$ cat src/rtl/ibias_seq.sv
// Sequencer for the brownout bias generator: start-up source, bandgap wait, source switch, ready/fault.
// Latency: outputs registered from next state (1 edge); bg_rdy reaches the FSM after a 2-flop synchronizer.
// Backpressure: none; en_req=0 forces OFF on the next edge from any state.
module ibias_seq #(
    parameter int SETTLE_CYC = 64,
    parameter int BG_TIMEOUT = 1024,
    parameter int CNT_W      = 11
) (
    input  logic       clk,
    input  logic       rst_n,
    input  logic       en_req,
    input  logic       bg_rdy,
    output logic       ibias_ena,
    output logic       isrc_sel,
    output logic       bias_rdy,
    output logic       bg_fault,
    output logic [2:0] state
);

    typedef enum logic [2:0] {
        ST_OFF     = 3'd0,
        ST_START   = 3'd1,
        ST_BG_WAIT = 3'd2,
        ST_SWITCH  = 3'd3,
        ST_READY   = 3'd4,
        ST_FAULT   = 3'd5
    } state_t;

    localparam logic [CNT_W-1:0] SETTLE_LAST  = CNT_W'(SETTLE_CYC - 1);
    localparam logic [CNT_W-1:0] TIMEOUT_LAST = CNT_W'(BG_TIMEOUT - 1);

    state_t             state_q, state_d;
    logic [CNT_W-1:0]   cnt_q, cnt_d;
    logic               bg_meta_q, bg_meta_d;
    logic               bg_rdy_s_q, bg_rdy_s_d;
    logic               ibias_ena_q, ibias_ena_d;
    logic               isrc_sel_q, isrc_sel_d;
    logic               bias_rdy_q, bias_rdy_d;
    logic               bg_fault_q, bg_fault_d;

    // bg_rdy is asynchronous to clk; only the second flop output is ever used.
    always_comb begin
        bg_meta_d  = bg_rdy;
        bg_rdy_s_d = bg_meta_q;
    end

    always_comb begin
        state_d = state_q;
        if (!en_req) begin
            state_d = ST_OFF;
        end else begin
            case (state_q)
                ST_OFF: begin
                    state_d = ST_START;
                end
                ST_START: begin
                    if (cnt_q == SETTLE_LAST) begin
                        state_d = ST_BG_WAIT;
                    end
                end
                ST_BG_WAIT: begin
                    if (bg_rdy_s_q) begin
                        state_d = ST_SWITCH;
                    end else if (cnt_q == TIMEOUT_LAST) begin
                        state_d = ST_FAULT;
                    end
                end
                ST_SWITCH: begin
                    // Losing the bandgap mid-switch outranks finishing the settle.
                    if (!bg_rdy_s_q) begin
                        state_d = ST_BG_WAIT;
                    end else if (cnt_q == SETTLE_LAST) begin
                        state_d = ST_READY;
                    end
                end
                ST_READY: begin
                    if (!bg_rdy_s_q) begin
                        state_d = ST_BG_WAIT;
                    end
                end
                ST_FAULT: begin
                    state_d = ST_FAULT;
                end
                default: begin
                    state_d = ST_OFF;
                end
            endcase
        end
    end

    always_comb begin
        cnt_d = cnt_q;
        if (state_d != state_q) begin
            cnt_d = '0;
        end else if (state_q == ST_START || state_q == ST_BG_WAIT || state_q == ST_SWITCH) begin
            cnt_d = cnt_q + 1'b1;
        end
    end

    // Outputs decode the next state so they change on the same edge as state.
    always_comb begin
        ibias_ena_d = 1'b0;
        isrc_sel_d  = 1'b0;
        bias_rdy_d  = 1'b0;
        bg_fault_d  = 1'b0;
        case (state_d)
            ST_START, ST_BG_WAIT: begin
                ibias_ena_d = 1'b1;
            end
            ST_SWITCH: begin
                ibias_ena_d = 1'b1;
                isrc_sel_d  = 1'b1;
            end
            ST_READY: begin
                ibias_ena_d = 1'b1;
                isrc_sel_d  = 1'b1;
                bias_rdy_d  = 1'b1;
            end
            ST_FAULT: begin
                // Start-up source stays on to keep the brownout comparator biased.
                ibias_ena_d = 1'b1;
                bg_fault_d  = 1'b1;
            end
            default: begin
                ibias_ena_d = 1'b0;
            end
        endcase
    end

    always_ff @(posedge clk or negedge rst_n) begin
        if (!rst_n) begin
            state_q     <= ST_OFF;
            cnt_q       <= '0;
            bg_meta_q   <= 1'b0;
            bg_rdy_s_q  <= 1'b0;
            ibias_ena_q <= 1'b0;
            isrc_sel_q  <= 1'b0;
            bias_rdy_q  <= 1'b0;
            bg_fault_q  <= 1'b0;
        end else begin
            state_q     <= state_d;
            cnt_q       <= cnt_d;
            bg_meta_q   <= bg_meta_d;
            bg_rdy_s_q  <= bg_rdy_s_d;
            ibias_ena_q <= ibias_ena_d;
            isrc_sel_q  <= isrc_sel_d;
            bias_rdy_q  <= bias_rdy_d;
            bg_fault_q  <= bg_fault_d;
        end
    end

    assign ibias_ena = ibias_ena_q;
    assign isrc_sel  = isrc_sel_q;
    assign bias_rdy  = bias_rdy_q;
    assign bg_fault  = bg_fault_q;
    assign state     = state_q;

endmodule

$ cat config.mk
export PLATFORM = sky130hd
export DESIGN_NAME = ibias_seq
export DESIGN_NICKNAME = d
export VERILOG_FILES = /design/src/rtl/ibias_seq.sv
export SDC_FILE = /design/constraint.sdc
export NUM_CORES = 1
export LEC_CHECK = 0
export CAP_MARGIN = 40
export CORE_MARGIN = 10
export CORE_UTILIZATION = 42
export DETAILED_ROUTE_END_ITERATION = 8
export GPL_TIMING_DRIVEN = 0
export MAX_ROUTING_LAYER = met4
export PLACE_DENSITY_LB_ADDON = 0.1
export RECOVER_POWER = 50
export SETUP_SLACK_MARGIN = 0.3
export SYNTH_ARGS = -nofsm -noshare
export SYNTH_HDL_FRONTEND = slang
export SYNTH_SLANG_ARGS = --single-unit
$ cat constraint.sdc
create_clock -name clk -period 2.2 [get_ports clk]
set_input_delay 0.66 -clock clk [delete_from_list [all_inputs] [get_ports clk]]
set_output_delay 0.66 -clock clk [all_outputs]
set_load 0.005 [all_outputs]
==> metrics.md <==
| Metric | Value |
|---|---|
| Status | finished, final reports clean |
| Synth area leaders | dfrtp_1, nor2_1, xnor2_1 |
| Max Freq | 527 MHz |
| H-Tree Depth | 1 |
| Post-synth top area cell | dfrtp_1 |
| ANT nets after route | 0 |
| Final min period | 1.90 ns |
| Placer Congestion | 0.759 |
| First-pass GRT wire length | 3680 um |
| Layout cell share with drive strength beyond 1 | 0.254 |
| Worst skew pair latency | 0.31 ns |
| Register area share after synthesis | 0.489 |
| Clock buffer depth | 2 |
| Clk pwr share | 0.318 |
| Hold Startpoint | bg_meta_q |
| Core box area | 0.00228 mm2 |
| Max_slew headroom | 0.586 |
| Pwr Total | 0.682 mW |
| CP endpoint kind | register |
| DR pass1 iterations | 4 |
| Yosys top cell area share | 0.489 |
| Max Cap Viol | 0 |
| Vias | 807 |
| Fill cells | 207 |
| Rows | 17 |
| Yosys warnings | 0 |
| Final #Nets | 128 |
| Async SR Flop Fraction | 1.00 |
| Sw frac | 0.240 |
| Final Hold Vio Count | 0 |
| CTS tree | done |
| Critical path's slowest cell | dlygate4sd3_1 |
| Pre-CTS setup slack | 0.112 ns |
| Post-Route Setup TNS | 0 ns |
| Critical path class | in -> reg |
| Switching pwr | 0.163 mW |
| Avg WL per Cell | 14.6 um |
| Setup WS post-layout | 0.303 ns |
| CP Cell Sequence | dlygate4sd3_1 > nand2b_1 > nor3b_1 > a31oi_1 > nand2_2 > mux2_4 |
| Largest family of logic cells by synthesized area | simple AND/OR/NAND/NOR gates |
| I/O pin cnt | 11 |
| WP data arrival | 2.10 ns |
| Compound-Gate Fraction of Synth Area | 0.0770 |
| Mux contribution to synthesized area | 0.0355 |
| Die W | 69.4 um |
| Post-Synth Adder-Cell Area | 0.0122 |
| Final WL | 2180 um |
| Syn Area/Cell | 10.4 um2 |
| DP HPWL | 1470 um |
| Initial antenna violation count | 0 |
| Die area | 0.00481 mm2 |
| Syn_nets | 103 |
| Synth Instances | 98 |
| Effective utilization at floorplan | 0.450 |
| Register area | 502 um2 |
| CTS buffer count | 3 |
| Count of pins over their slew limit | 0 |
| Post-synthesis cell area | 0.00102 mm2 |
| P_leak | 0.570 nW |
| DR vias/cell | 5.38 |
| Port Buf Inserts | 10 |
| Critical-path maximum fanout | 7 |
| Area added between synthesis and finish | 26.9% |
| Crit-path max cell delay | 0.64 ns |
| Synth cell types | 39 |
| Synth Flop Type | dfrtp_1 |
| Ant. Diodes | 0 |
| Reg clk slew, reported paths | 0.11 ns |
| Startpoint types | primary input |
| Placed inst area | 0.00117 mm2 |
| Internal power | 0.519 mW |
| Comb power frac | 0.115 |
| Number of synthesized flops with an enable pin | 0 |
| Vias in the first global route | 752 |
| Flop pwr share | 0.567 |
| All-Layer GR Usage | 0.0942 |
| Worst Tran Pin Value | 0.621 ns |
| Skew final | 0.00124 ns |
| PD cells | 525 mW/mm2 |
| Post-synthesis simple-gate area fraction | 0.274 |
| CTS root buf | clkbuf_4 |
| Period utilization | 0.862 |
| DRC | 0 |
| Initial drt markers | 54 |
| RSZ-0062 raised after global routing | true |
| Footprint of the multi-input gates | 519 um2 |
| Die height | 69.4 um |
| R2R Path Start | cnt_q[7] |
| Maximum vdd drop | 312 uV |
| Clk sink count | 20 |
| Post-Synth XOR/XNOR Area | 0.0856 |
| Design area | 0.00130 mm2 |
| Final setup vio count | 0 |
| Pin count of the biggest net entering global routing | 13 |
| Setup crit start | en_req |
| Min-Delay Path Class | reg -> reg |
| Aggregate global routing overflow | 0 |
| Synthesized flop and latch total | 20 |
| CP required | 2.40 ns |
-- worst paths after layout --
path	depth (start not counted)	endpoint	slack [ns]
max	6	isrc_sel	0.30
min reg2reg	0	bg_rdy_s_q	0.36
min	0	bg_rdy_s_q	0.36
max in group asynchronous	2	state[0]	0.60
max reg2reg	6	cnt_q[3]	0.35
min in group asynchronous	1	cnt_q[5]	0.69
-- cell usage after synthesis, types with 2 or more instances --
cell type and n:
a21oi_1 2, and3_1 2, dfrtp_1 20, inv_1 3, nand2_1 5, nand3_1 3, nand3b_1 2, nand4_1 2
nor2_1 17, nor2b_1 3, nor3_1 2, nor4_1 2, xnor2_1 5, xor2_1 5
-- worst max-delay path, delay by kind of cell --
kind | cells | cell delay (ns)
multiplexers | 1 | 0.26
buffers and inverters | 1 | 0.64
AND/OR/NAND/NOR | 3 | 0.31
AO/OA/AOI/OAI | 1 | 0.24
-- through the flow --
step,cells,util,hold WS [ns]
after global routing,150,0.571,0.373
after global placement,136,0.509,0.336
final,150,0.571,0.360
after CTS,145,0.549,0.364
after floorplan,98,-,0.331
after detailed placement,137,0.516,0.336
-- cell type report --
class                   count  area share
multi-input cells          72       0.400
flip-flops and latches     20       0.386
repair buffers             20       0.135
clock buffers               4      0.0279
well taps                  28      0.0270
plain buffers               3      0.0154
inverters                   3     0.00867
-- power groups by stage --
stage,registers [mW],logic (mW),clock network (mW)
floorplan,0.394,0.0315,0
global placement,0.395,0.0540,0
detailed placement,0.396,0.0594,0
CTS,0.386,0.0737,0.228
global route,0.388,0.0875,0.241
finish,0.387,0.0783,0.217
-- what timing repair did --
item / CTS / global route
pin swaps: 2 / 11
endpoints found under the setup margin: 12 / 13
setup buffers: 3 / 5
hold buffers: 0 / 0
gates cloned: 1 / 0
resized for setup: 4 / 8
-- flip-flops by register name, summed over array words and instances, names as in the netlist --
name        flops
bg_meta_q       1
bg_fault        1
bg_rdy_s_q      1
cnt_q          11
bias_rdy        1
isrc_sel        1
ibias_ena       1
state           3
-- metal layers --
metal / GRT usage / routed length (um) / up-vias
met4: 0.0532 / 46 / 0
met5: - / 0 / -
met1: 0.117 / 999 / 400
met2: 0.135 / 1040 / 15
li1: - / - / 387
met3: 0.0228 / 102 / 5
-- placed cells by master, fill, tap and decap left out, types with 2 or more instances in the layout --
cell type        count
and3_1               2
buf_4                8
buf_6                2
clkbuf_1             2
clkbuf_4             3
clkdlybuf4s50_1      7
dfrtp_1             19
dlygate4sd3_1        3
inv_1                3
nand2_1              4
nand3_1              3
nand3b_1             2
nand4_1              2
nor2_1              14
nor2_2               3
nor2b_1              3
nor3_1               2
nor4_1               2
xnor2_1              5
xor2_1               5
-- logic make-up (layout without fill, tap and decap cells) --
| kind of cell | count (synthesis) | count (layout) |
|---|---|---|
| adders and majority gates | 1 | 1 |
| xor gates and xnor gates | 10 | 10 |
| buffers and inverters | 6 | 30 |
| muxes | 3 | 3 |
| DFF | 20 | 20 |
| and+or+nand+nor | 48 | 48 |
| AOI/OAI and AO/OA | 10 | 10 |
Power figures use the tool's default switching activity.
